### src/rtl/pong_pkg.sv
// Shared pong datapath constants, coordinate/zone types and zone helper.
package pong_pkg;
  localparam int SCREEN_W = 640;
  localparam int SCREEN_H = 480;
  localparam int COORD_W  = 10;
  localparam int ZONE_W   = 2;

  typedef logic [COORD_W-1:0] coord_t;
  typedef logic [ZONE_W-1:0]  zone_t;

  localparam zone_t ZONE_TOP  = 2'd0;
  localparam zone_t ZONE_UMID = 2'd1;
  localparam zone_t ZONE_LMID = 2'd2;
  localparam zone_t ZONE_BOT  = 2'd3;

  // Quarter index of off within span, i.e. off*4/span, without a divider.
  function automatic zone_t zone_of(
    input logic [10:0] off,
    input logic [10:0] span
  );
    logic [12:0] o4;
    logic [12:0] s1;
    logic [12:0] s2;
    logic [12:0] s3;
    o4 = {off, 2'b00};
    s1 = {2'b00, span};
    s2 = s1 + s1;
    s3 = s2 + s1;
    if (o4 < s1) return ZONE_TOP;
    else if (o4 < s2) return ZONE_UMID;
    else if (o4 < s3) return ZONE_LMID;
    else return ZONE_BOT;
  endfunction
endpackage

### src/rtl/pb_debounce.sv
// Push-button debouncer: 2-flop synchroniser then a stable-count filter.
module pb_debounce #(
  parameter logic [19:0] DB_CYCLES = 20'd500000
) (
  input  logic clk,
  input  logic rst,
  input  logic pb,
  output logic db
);
  logic        s0;
  logic        s1;
  logic [19:0] cnt;

  always_ff @(posedge clk) begin
    if (rst) begin
      s0  <= 1'b0;
      s1  <= 1'b0;
      cnt <= '0;
      db  <= 1'b0;
    end else begin
      s0 <= pb;
      s1 <= s0;
      if (s1 == db) begin
        cnt <= '0;
      end else if (cnt >= DB_CYCLES - 20'd1) begin
        db  <= s1;
        cnt <= '0;
      end else begin
        cnt <= cnt + 20'd1;
      end
    end
  end
endmodule

### src/rtl/paddle_ctrl.sv
// Per-player paddle: debounced stepping, clamping and registered hit/zone.
// Optional ball-tracking mode is enabled by defining PADDLE_AI_EN.
module paddle_ctrl
  import pong_pkg::*;
#(
  parameter coord_t      X_POS     = 10'd20,
  parameter coord_t      HALF_W    = 10'd5,
  parameter coord_t      HALF_H    = 10'd50,
  parameter coord_t      STEP      = 10'd10,
  parameter coord_t      Y_INIT    = 10'd240,
  parameter coord_t      Y_MIN     = 10'd50,
  parameter coord_t      Y_MAX     = 10'd430,
  parameter logic [19:0] MOVE_DIV  = 20'd416667,
  parameter logic [19:0] DB_CYCLES = 20'd500000
) (
  input  logic   clk,
  input  logic   rst,
  input  logic   pb_up,
  input  logic   pb_dn,
  input  coord_t hsp,
  input  coord_t vsp,
  output coord_t y,
  output logic   hit,
  output zone_t  hit_zone,
  output logic   moving
`ifdef PADDLE_AI_EN
  ,
  input  coord_t ball_y,
  input  logic   ai_mode
`endif
);
  localparam logic [10:0] XP   = {1'b0, X_POS};
  localparam logic [10:0] HW   = {1'b0, HALF_W};
  localparam logic [10:0] HH   = {1'b0, HALF_H};
  localparam logic [10:0] ST   = {1'b0, STEP};
  localparam logic [10:0] YMIN = {1'b0, Y_MIN};
  localparam logic [10:0] YMAX = {1'b0, Y_MAX};

  logic        up_d;
  logic        dn_d;
  logic [19:0] cnt;
  logic        tick;
  logic        go_up;
  logic        go_dn;
  coord_t      y_next;
  logic [10:0] y11;
  logic [10:0] h11;
  logic [10:0] v11;
  logic        in_rect;
  zone_t       zone;

  pb_debounce #(.DB_CYCLES(DB_CYCLES)) u_db_up (
    .clk(clk), .rst(rst), .pb(pb_up), .db(up_d)
  );

  pb_debounce #(.DB_CYCLES(DB_CYCLES)) u_db_dn (
    .clk(clk), .rst(rst), .pb(pb_dn), .db(dn_d)
  );

  assign tick = (cnt == MOVE_DIV - 20'd1);
  assign y11  = {1'b0, y};
  assign h11  = {1'b0, hsp};
  assign v11  = {1'b0, vsp};

`ifdef PADDLE_AI_EN
  localparam logic [10:0] HS = {1'b0, STEP >> 1};
  logic [10:0] b11;
  assign b11   = {1'b0, ball_y};
  assign go_up = ai_mode ? (b11 + HS < y11) : (up_d & ~dn_d);
  assign go_dn = ai_mode ? (b11 > y11 + HS) : (dn_d & ~up_d);
`else
  assign go_up = up_d & ~dn_d;
  assign go_dn = dn_d & ~up_d;
`endif

  always_comb begin
    y_next = y;
    if (tick) begin
      unique case (1'b1)
        go_up:   y_next = (y11 < YMIN + ST) ? Y_MIN : y - STEP;
        go_dn:   y_next = (y11 + ST > YMAX) ? Y_MAX : y + STEP;
        default: y_next = y;
      endcase
    end
  end

  // Subtraction-free bounds so edge-of-screen scans cannot underflow.
  always_comb begin
    in_rect = (h11 + HW >= XP) && (h11 < XP + HW) &&
              (v11 + HH >= y11) && (v11 < y11 + HH);
    zone    = in_rect ? zone_of(v11 + HH - y11, HH + HH) : ZONE_TOP;
  end

  always_ff @(posedge clk) begin
    if (rst) begin
      cnt      <= '0;
      y        <= Y_INIT;
      moving   <= 1'b0;
      hit      <= 1'b0;
      hit_zone <= ZONE_TOP;
    end else begin
      cnt      <= tick ? 20'd0 : cnt + 20'd1;
      y        <= y_next;
      moving   <= (y_next != y);
      hit      <= in_rect;
      hit_zone <= zone;
    end
  end
endmodule
### config.mk
export PLATFORM = sky130hd
export DESIGN_NAME = paddle_ctrl
export DESIGN_NICKNAME = d
export VERILOG_FILES = /design/src/rtl/pong_pkg.sv /design/src/rtl/pb_debounce.sv /design/src/rtl/paddle_ctrl.sv
export SDC_FILE = /design/constraint.sdc
export NUM_CORES = 1
export LEC_CHECK = 0
export CAP_MARGIN = 20
export CORE_ASPECT_RATIO = 1.75
export CORE_MARGIN = 2
export CORE_UTILIZATION = 46
export CTS_CLUSTER_DIAMETER = 50
export DETAILED_ROUTE_END_ITERATION = 8
export GPL_TIMING_DRIVEN = 0
export MAX_ROUTING_LAYER = met4
export SYNTH_ARGS = -nofsm -noshare
export SYNTH_HDL_FRONTEND = slang
export SYNTH_HIERARCHICAL = 1
export SYNTH_SLANG_ARGS = --single-unit
### constraint.sdc
create_clock -name clk -period 3.6 [get_ports clk]
set_input_delay 0.72 -clock clk [delete_from_list [all_inputs] [get_ports clk]]
set_output_delay 0.72 -clock clk [all_outputs]
set_load 0.005 [all_outputs]
==> metrics.cfg <==
[run_status]
outcome = finished, final reports clean

[setup_path]
worst-setup-path-type = in2reg
crit_path_start_kind = input port
crit_arrival_ns = 3.65
critPathMaxStageDelay_ns = 0.50
crit_slowest_cell = clkdlybuf4s50_1
crit_top_cell = a21oi_1
cp_max_fo = 4
crit_required_ns = 3.81
worstPathCellList = clkdlybuf4s50_1 -> and3_1 -> nor3_1 -> xnor2_1 -> ha_1 -> nand3_1 -> o21ai_1 -> a21oi_1 -> a2111oi_0 -> a21oi_1 -> nor3_2 -> a311oi_1
cp-end-kind = flip-flop

[power_and_ir_drop]
ir_drop_v = 0.0002189
finalPower_mw = 2.062
leakage_nw = 2.212
power_density_mw_per_mm2 = 324.7

[place]
place_congestion = 0.9196
port_buffers = 37
dpl.hpwl_um = 11070
placedCellCount = 855

[yosys]
synthXorXnorAreaFrac_pct = 9.906
synth_top_flop_cell = dfxtp_1
netlist_area_mm2 = 0.005482
synthDistinctLibCells = 81
synth_top_family_by_area = simple AND/OR/NAND/NOR gates
synth-warning-count = 6
avgSynthCellArea_um2 = 8.026
async_flop_share_pct = 0
ys_seq_area_share_pct = 29.22
synth-simple-area-share_pct = 28.30
synthMuxAreaShare_pct = 0.9130
synth_compound_area_share_pct = 19.61
synth_nets = 737
synth_edf_count = 0
ys_ff_latch = 80
syn_inst = 683
synth_adder_area_share_pct = 6.985

[layout]
drive_above_1_share_pct = 10.33
fin_cells = 871
antenna_cells = 0
fin_nets = 785
finish.utilization_pct = 54.82
syn2layout_area_growth_pct = 15.82

[timing]
tns_ns = 0
fmax_ghz = 0.2911
tightest_slew_ns = 0.6762
final-hold-violation-count = 0
slew_headroom_pct = 54.50
fin_crit_ns = 3.436
clock_skew_ns = 0.008406
setup_violations = 0
finalCritPeriodShare_pct = 95.44
report.final.slew_viol_count = 0

[clock_network]
numCtsBuffers = 9
htreeDepth = 3
cts_tree = built
cts.clk_slew.worst_paths_ns = 0.06
clk_path_buf_depth = 2
clk_latency_ns = 0.34
cts_sinks = 80
root_buffer = clkbuf_16
hold_buffers = 0

[detailed_routing]
via_per_inst = 5.948
dr.pass1.iters = 4
wirelength_um = 14300
drc_errors = 0
ant_nets = 0
drt_iter0_markers = 170
via_count = 5181
wl_per_cell_um = 16.41

[global_route]
grt_pass1_vias = 4944
grt_max_degree = 16
grt_util_all_layers_pct = 23.30
antenna_found_initial = 0
grt_overflow = 0
grt_pass1_wl_um = 23140

[floorplan]
io_pins = 38
rows = 52
die_x_um = 86.52
core_area_mm2 = 0.01158
start_util_pct = 47.33
dieHeight_um = 148.4
dieArea_mm2 = 0.01284

[min_path]
hold_path_class = reg2reg

[job]
maxCapViolCount = 0

[flip-flops by register name, indices dropped and copies added (netlist names), 2 cells and up]
name,cells
hit_zone,2
u_db_up/cnt,20
u_db_dn/cnt,20
cnt,20
y,10
[through the flow]
stage	area [um^2]	hold WS, ns	setup WS, ns
floorplan	5482	0.4138	0.5653
global placement	6021	0.4178	-0.3117
detailed placement	6021	0.4239	-0.3792
CTS	6339	0.4325	0.08606
global route	6349	0.4518	-0.05578
finish	6349	0.4325	0.1643
[synth_stat cells, types with 6 or more instances]
| library cell | instances | area (um^2) |
|---|---|---|
| clkbuf_1 | 6 | 22.52 |
| nand2_1 | 35 | 131.4 |
| nand3_1 | 32 | 160.2 |
| inv_1 | 34 | 127.6 |
| a21oi_2 | 7 | 61.31 |
| or3_1 | 15 | 93.84 |
| xnor2_1 | 37 | 324.1 |
| ha_1 | 29 | 362.9 |
| nor2b_1 | 10 | 62.56 |
| nor3_1 | 23 | 115.1 |
| buf_4 | 6 | 45.04 |
| nor2_1 | 81 | 304.0 |
| buf_2 | 15 | 75.07 |
| xor2_1 | 25 | 219.0 |
| or2_2 | 6 | 37.54 |
| nand2b_1 | 10 | 62.56 |
| and3_1 | 12 | 75.07 |
| a21oi_1 | 44 | 220.2 |
| o21ai_0 | 34 | 170.2 |
| nor4_1 | 7 | 43.79 |
| dfxtp_1 | 80 | 1602 |
| nand4_1 | 22 | 137.6 |
[what timing repair did]
action,in CTS,in global routing
buffers inserted,0,0
endpoints found under the setup margin,1,2
resized for setup,1,3
[logic make-up (layout without fill, tap and decap cells)]
| logic type | Yosys count | count (layout) |
|---|---|---|
| simple gates | 287 | 287 |
| compound gates | 156 | 156 |
| flops | 80 | 80 |
| xor+xnor | 62 | 62 |
| buf+inv | 61 | 114 |
| fa+ha+maj | 30 | 30 |
| mux | 5 | 5 |
| other cells | 2 | 2 |
[worst paths after layout]
kind,from,end,slack [ns],depth (start not counted)
worst max register to register,y[4],hit_zone[0],0.36,11
worst max-delay path,vsp[3],hit_zone[0],0.16,12
worst min-delay path,u_db_dn/s0,u_db_dn/s1,0.43,1
worst min register to register,u_db_dn/s0,u_db_dn/s1,0.43,1
[report_power, final]
| part | internal [mW] | total (mW) | switching (mW) |
|---|---|---|---|
| logic | 0.0913 | 0.202 | 0.111 |
| registers | 0.892 | 0.899 | 0.00658 |
| clock network | 0.566 | 0.961 | 0.394 |
[cell type report]
cell class,count,area [um^2]
clock buffers,10,239.0
fillers,1114,5233
well taps,135,168.9
flip-flops and latches,80,1602
plain buffers,27,142.6
repair buffers,37,370.4
inverters,34,127.6
clock inverters,6,73.82
multi-input cells,542,3625
[metal layers]
metal	part of all wire (%)	track usage, %
met5	0	-
met4	4.9	13.83
met3	3.4	3.607
met2	52	40.35
met1	39	24.43
[cells in the final DEF (no fill, tap or decap), types with 6 or more instances in the layout]
| cell type | netlist | layout |
|---|---|---|
| xor2_1 | 25 | 25 |
| a21oi_1 | 44 | 43 |
| inv_1 | 34 | 34 |
| nand4_1 | 22 | 22 |
| o21ai_0 | 34 | 34 |
| nor2_1 | 81 | 81 |
| clkbuf_1 | 6 | 6 |
| or3_1 | 15 | 15 |
| a21oi_2 | 7 | 8 |
| nand2b_1 | 10 | 10 |
| nand3_1 | 32 | 32 |
| and3_1 | 12 | 12 |
| buf_4 | 6 | 6 |
| xnor2_1 | 37 | 37 |
| ha_1 | 29 | 29 |
| dfxtp_1 | 80 | 80 |
| nor2b_1 | 10 | 10 |
| or2_2 | 6 | 6 |
| clkdlybuf4s50_1 | 0 | 37 |
| nand2_1 | 35 | 35 |
| buf_2 | 15 | 15 |
| clkbuf_16 | 0 | 9 |
| nor3_1 | 23 | 22 |
| nor4_1 | 7 | 7 |
[critical path, delay by kind of cell]
kind	cells	cell delay, ns
simple gates	4	0.82
fa+ha+maj	1	0.36
xor+xnor	1	0.11
buf+inv	1	0.50
compound gates	5	1.15
No activity file was read; power rests on OpenSTA's default activity.
